[src/rtl/sdr_axis_pkg.sv]
// Shared types and default widths for the AXI-Stream SDR blocks.
// Pure declarations: no logic, no latency, no flow control.
package sdr_axis_pkg;

  localparam int PHASE_WIDTH_DEF = 32;
  localparam int OUT_WIDTH_DEF   = 16;

  typedef enum logic {
    IDLE = 1'b0,
    RUN  = 1'b1
  } state_t;

endpackage

[src/rtl/nco_phase_acc.sv]
// Phase accumulator core: holds pinc and acc, adds modulo 2^PHASE_WIDTH when advanced.
// One-cycle latency from adv_en to phase_o; stalls simply by holding adv_en low.
module nco_phase_acc
  import sdr_axis_pkg::*;
#(
  parameter int PHASE_WIDTH = PHASE_WIDTH_DEF,
  parameter int OUT_WIDTH   = OUT_WIDTH_DEF
) (
  input  logic                   aclk,
  input  logic                   aresetn,
  input  logic                   load_en,
  input  logic [PHASE_WIDTH-1:0] pinc_in,
  input  logic                   adv_en,
  output logic [OUT_WIDTH-1:0]   phase_o
);

  logic [PHASE_WIDTH-1:0] acc_q, acc_d;
  logic [PHASE_WIDTH-1:0] pinc_q, pinc_d;

  // The advance always uses the increment held before this edge, so a
  // simultaneous load only takes effect from the following advance.
  always_comb begin
    acc_d  = acc_q;
    pinc_d = pinc_q;
    if (adv_en) begin
      acc_d = acc_q + pinc_q;
    end
    if (load_en) begin
      pinc_d = pinc_in;
    end
  end

  always_ff @(posedge aclk or negedge aresetn) begin
    if (!aresetn) begin
      acc_q  <= '0;
      pinc_q <= '0;
    end else begin
      acc_q  <= acc_d;
      pinc_q <= pinc_d;
    end
  end

  assign phase_o = acc_q[PHASE_WIDTH-1 -: OUT_WIDTH];

endmodule

[src/rtl/axis_phase_accumulator.sv]
// AXI-Stream NCO phase source: idle until the first pinc beat, then streams acc MSBs.
// One-cycle latency per handshake; output holds while m_axis_phase_tready is low.
module axis_phase_accumulator
  import sdr_axis_pkg::*;
#(
  parameter int PHASE_WIDTH = PHASE_WIDTH_DEF,
  parameter int OUT_WIDTH   = OUT_WIDTH_DEF
) (
  input  logic                   aclk,
  input  logic                   aresetn,
  input  logic [PHASE_WIDTH-1:0] s_axis_config_tdata,
  input  logic                   s_axis_config_tvalid,
  output logic                   s_axis_config_tready,
  output logic [OUT_WIDTH-1:0]   m_axis_phase_tdata,
  output logic                   m_axis_phase_tvalid,
  input  logic                   m_axis_phase_tready
);

  state_t state_q, state_d;
  logic   cfg_rdy_q, cfg_rdy_d;
  logic   phase_vld_q, phase_vld_d;
  logic   cfg_fire;
  logic   phase_fire;

  assign cfg_fire   = s_axis_config_tvalid & cfg_rdy_q;
  assign phase_fire = phase_vld_q & m_axis_phase_tready;

  // cfg_rdy_q rises on the first edge after reset release, so nothing can
  // leave IDLE until deassertion has been seen synchronously.
  always_comb begin
    state_d     = state_q;
    phase_vld_d = phase_vld_q;
    cfg_rdy_d   = 1'b1;
    case (state_q)
      IDLE: begin
        if (cfg_fire) begin
          state_d     = RUN;
          phase_vld_d = 1'b1;
        end
      end
      RUN: begin
        phase_vld_d = 1'b1;
      end
      default: begin
        state_d     = IDLE;
        phase_vld_d = 1'b0;
      end
    endcase
  end

  always_ff @(posedge aclk or negedge aresetn) begin
    if (!aresetn) begin
      state_q     <= IDLE;
      cfg_rdy_q   <= 1'b0;
      phase_vld_q <= 1'b0;
    end else begin
      state_q     <= state_d;
      cfg_rdy_q   <= cfg_rdy_d;
      phase_vld_q <= phase_vld_d;
    end
  end

  nco_phase_acc #(
    .PHASE_WIDTH (PHASE_WIDTH),
    .OUT_WIDTH   (OUT_WIDTH)
  ) u_nco_phase_acc (
    .aclk    (aclk),
    .aresetn (aresetn),
    .load_en (cfg_fire),
    .pinc_in (s_axis_config_tdata),
    .adv_en  (phase_fire),
    .phase_o (m_axis_phase_tdata)
  );

  assign s_axis_config_tready = cfg_rdy_q;
  assign m_axis_phase_tvalid  = phase_vld_q;

endmodule

[config.mk]
export PLATFORM = sky130hd
export DESIGN_NAME = axis_phase_accumulator
export DESIGN_NICKNAME = d
export VERILOG_FILES = /design/src/rtl/sdr_axis_pkg.sv /design/src/rtl/nco_phase_acc.sv /design/src/rtl/axis_phase_accumulator.sv
export SDC_FILE = /design/constraint.sdc
export NUM_CORES = 1
export LEC_CHECK = 0
export BUFFER_PORTS_ARGS = -buffer_cell sky130_fd_sc_hd__buf_4
export CAP_MARGIN = 15
export CORE_AREA = 2 2 108 110
export DETAILED_ROUTE_END_ITERATION = 10
export DIE_AREA = 0 0 110 112
export GPL_ROUTABILITY_DRIVEN = 0
export SLEW_MARGIN = 5
export SYNTH_ARGS = -nofsm -noshare
export SYNTH_HDL_FRONTEND = slang
export SYNTH_SLANG_ARGS = --single-unit
[constraint.sdc]
create_clock -name aclk -period 5.5 [get_ports aclk]
set_input_delay 0.55 -clock aclk [delete_from_list [all_inputs] [get_ports aclk]]
set_output_delay 0.55 -clock aclk [all_outputs]
set_load 0.05 [all_outputs]
Word-level counts from Yosys, hierarchy flattened:

Index checks and enable logic that the tools add are counted.

* add/subtract/negate cells: 1
* equal/unequal tests: 1
* mux-type cells: 4
* bitwise logic cells: 3

Operators with widths (count)
* $add A32 B32 Y32: 1
* $mux W1: 3
* $and A1 B1 Y1: 2
* $ne A2 B2 Y1 const B: 1
* $pmux W1 S2: 1
* $not A1 Y1: 1

* register bits after elaboration: 67

Longest topological paths before layout:

* depth in word-level cells: 3
* gate-level depth with buffers: 11

Hierarchy:

Synthesis repeated with hierarchy kept, for this count alone.

* cells, all modules: 397
* area, all modules: 4226.6 sq um

Modules (own cells, without submodules)
* nco_phase_acc: times used 1, cells an instance 389, area an instance 4116.4 sq um, seq. area each 1601.5 sq um
* axis_phase_accumulator: times used 1, cells an instance 8, area an instance 110.1 sq um, seq. area each 75.1 sq um

Least setup slack after synthesis:

OpenSTA, ideal clock, no wires.

* path kind: register to register
* start: reg u_nco_phase_acc.pinc_q[0]
* end: reg u_nco_phase_acc.acc_q[28]
* arrival time: 2.704 ns
* slack: 2.661 ns
* cell stages (with the launch flop): 12
* path buffers: 0
* cells stage by stage: dfrtp_1 -> ha_1 -> fa_1 -> a21o_2 -> a221o_1 -> a21oi_1 -> o31ai_1 -> a21oi_1 -> o21ai_0 -> a221oi_1 -> xor2_1 -> o21ai_0

* cells in the longest elaborated chain, start to end: 1

Ends and longest elaborated chain
* from (decl): line nco_phase_acc.sv:18 `logic [PHASE_WIDTH-1:0] pinc_q, pinc_d;`
* from (signal assigned): line nco_phase_acc.sv:39 `pinc_q <= pinc_d;`
* $add A32 B32 Y32: line nco_phase_acc.sv:26 `acc_d = acc_q + pinc_q;`
* to (signal assigned): line nco_phase_acc.sv:35 `acc_q <= '0;`
* to (signal assigned): line nco_phase_acc.sv:38 `acc_q <= acc_d;`
* to (decl): line nco_phase_acc.sv:17 `logic [PHASE_WIDTH-1:0] acc_q, acc_d;`

No other way between the ends.
A chain may end at the register's enable or synchronous reset.

Final worst setup path:

Same ends and word-level chain as after synthesis.

==> metrics <==
Resize count post-CTS=0; Syn Std Cell Area=approximately 4300 sq um; minimum clock period=between 3 and 4 ns; flop-to-flop setup slack=2.33 ns; flops & latches, synth=67; 1st-pass router iterations=4; Crit. Startpoint=u_nco_phase_acc.pinc_q[0]; Synth Instances=approximately 410; worst hold slack=about 0.32 ns; Slew @ Worst Pin=0.8469 ns; NumNets Final=510; YS warnings=0; area fraction in compound gates after synthesis=0.2080; area grow syn2layout=13.60%; largest cells by area after synthesis=dfrtp_1 39%, mux2_2 9.2%, ha_1 9.1%; largest net degree at the start of global routing=68; top_reg_cell synth=dfrtp_1; Starting Density=0.3828; DR vias/cell=5.110; die width=110 um; cell leakage power=2.225 nW; Fin. Hold Viols=0; CTS Buf Count=9; Setup-failing EPs final=0; Core Rows=39; I/O Buffers=53; final worst clock skew=0.01347 ns; Antenna diodes=0; share of the synthesized area in the top cell type=0.3919; num ports=54; Final Slew Violations=0; Non-Filler Instances=between 500 and 600; Worst EP arrival=3.36 ns; Layout Utilization=0.4349; drc violations=0; Final period util=0.5767; power per cell area=~610 nW/um^2; largest family of logic cells by synthesized area=compound AO/OA/AOI/OAI gates; clock root cell=clkbuf_16; cts hold-fix bufs=0; Fin Setup TNS=0 ns; DIE HEIGHT=112 um; Post-Synth XOR/XNOR Area=0.05118; Setup WS pre-CTS=2.359 ns; CTS tree=done; die area=roughly 12000 sq um; final setup margin=2.328 ns; HP Class=input port to async pin; Seq/Total Area, Yosys=0.3919; Post CTS Setup Buffer Count=0; adder-cell share of the synthesized area=0.09535; Max rail drop VDD=0.0002670 V; Worst R2R Start=u_nco_phase_acc.pinc_q[0]; Slew headroom=0.4354; H-tree depth=3; # placed instances=574; Syn Nets=between 400 and 500; Max Fclk=roughly 320 MHz; simple-gate portion of the synthesized area=0.08774; worst skew pair latency=0.34 ns; Worst Reg2Reg Path Length in Cells=11; total track usage=0.1524; mean post-synth cell area=10.36 sq um; startpoint types=flop; DR vias=~3000; layout cell share with drive strength beyond 1=0.2841; Detail Placement HPWL=6.126 mm; mux contribution to synthesized area=0.09213; WL/cell=around 14 um; clock sinks=67; WP data required=5.69 ns; post-route antenna net violation count=0; Worst R2R End=u_nco_phase_acc.acc_q[28]; distinct cell type count after synthesis=63; core box area=11170 sq um; clk slew on worst S/H paths=around 0.050 ns; number of global-route vias before repair=3079; initial antenna violation count=0; ys async rst share=1.000; first-pass GRT wire length=14.75 mm; worst-case clock buffer depth=2; final wirelength=8.451 mm; Critical Path Fanout Max=3; RSZ-0062 raised after global routing=no; number of flops mapped to enable cells by yosys=0; Starting DRT DRC Count=98; status=finished, final reports clean; area leader, netlist=dfrtp_1; WS Path Type=flop to flop; final global-route overflow total=0; Crit. End Element=flop; max-cap viol count=0
critical path, cell delays in order, from the launching register on:
cell      delay [ns]
dfrtp_1         0.38
ha_1            0.25
fa_1            0.42
a21o_2          0.24
a221o_1         0.34
a21oi_1         0.22
o31ai_1         0.13
a21oi_1         0.22
o21ai_0         0.21
a221oi_1        0.36
xor2_1          0.18
o21ai_0         0.09
power by group:
| group | total (mW) | switching [mW] | internal [mW] | leakage (nW) |
|---|---|---|---|---|
| logic | 1.70 | 0.998 | 0.699 | 1.29 |
| clock network | 0.521 | 0.207 | 0.314 | 0.139 |
| registers | 0.763 | 0.110 | 0.653 | 0.793 |
| total | 2.98 | 1.31 | 1.67 | 2.23 |
sequential cells by signal, summed over array words and instances (netlist names):
name,count
s_axis_config_tready,1
m_axis_phase_tvalid,1
u_nco_phase_acc.pinc_q,32
u_nco_phase_acc.acc_q,32
state_q,1
cell usage after synthesis, types with 6 or more instances:
| cell | count |
|---|---|
| dfrtp_1 | 67 |
| nand2_1 | 50 |
| mux2_2 | 35 |
| ha_1 | 31 |
| o21ai_0 | 29 |
| a21oi_1 | 26 |
| buf_4 | 17 |
| a21o_1 | 16 |
| xor2_1 | 14 |
| xnor2_1 | 11 |
| clkbuf_1 | 10 |
| inv_1 | 8 |
| nand3_1 | 8 |
| nor2_1 | 8 |
| a21o_2 | 7 |
| o31ai_1 | 6 |
through the flow:
step / instance area (sq um) / power [mW]
finish: 4860 / 2.981
global route: 4860 / 3.231
floorplan: 4278 / 2.255
detailed placement: 4588 / 2.461
global placement: 4588 / 2.435
CTS: 4860 / 2.999
kinds of logic (layout without fill, tap and decap cells):
group                      after synthesis  after routing
and+or+nand+nor                         85             85
muxes                                   35             35
adders and majority gates               32             32
buffers and inverters                   45             79
xor gates and xnor gates                25             25
other                                    1              1
DFF                                     67             67
AOI/OAI and AO/OA                      123            123
worst max-delay path by stage:
stage	end	slack, ns
after floorplan	u_nco_phase_acc.acc_q[28]	2.66
after global placement	u_nco_phase_acc.acc_q[28]	2.44
after detailed placement	u_nco_phase_acc.acc_q[28]	2.36
after CTS	u_nco_phase_acc.acc_q[28]	2.34
after global routing	u_nco_phase_acc.acc_q[28]	2.08
final	u_nco_phase_acc.acc_q[28]	2.33
cell usage in the layout (no fill, tap or decap), types with 2 or more instances in the layout:
| cell type | Yosys | layout |
|---|---|---|
| o21bai_1 | 4 | 4 |
| ha_1 | 31 | 31 |
| a21o_1 | 16 | 16 |
| nor3_1 | 3 | 3 |
| a21oi_1 | 26 | 26 |
| o21ai_0 | 29 | 29 |
| nand2b_1 | 2 | 2 |
| nor2_1 | 8 | 8 |
| mux2_2 | 35 | 35 |
| xor2_1 | 14 | 14 |
| dfrtp_1 | 67 | 67 |
| o31ai_1 | 6 | 6 |
| xnor2_1 | 11 | 11 |
| a21o_2 | 7 | 7 |
| a211oi_1 | 4 | 4 |
| o21ai_2 | 2 | 2 |
| clkbuf_16 | 0 | 9 |
| clkinv_2 | 0 | 4 |
| o311ai_1 | 2 | 2 |
| nand2_1 | 50 | 50 |
| a31oi_2 | 2 | 2 |
| buf_4 | 17 | 55 |
| o22ai_1 | 2 | 2 |
| inv_1 | 8 | 8 |
| and3_1 | 2 | 2 |
| nor4_1 | 2 | 2 |
| nand4_1 | 4 | 4 |
| nand3_1 | 8 | 8 |
area by class of cell:
type                    instances  area, sq um
repair buffers                 55        412.9
clock buffers                  11        242.7
multi-input cells             301         2290
flip-flops and latches         67         1677
inverters                       8        30.03
fillers                      1061         6315
clock inverters                 5        28.78
well taps                     143        178.9
layer usage:
layer,global-route usage,wire [um],part of all wire
met1,0.2111,4172,0.49
met3,0.04333,421,0.050
met2,0.2278,3729,0.44
met4,0.05063,127,0.015
met5,0,0,0
No activity file was read; power rests on OpenSTA's default activity.
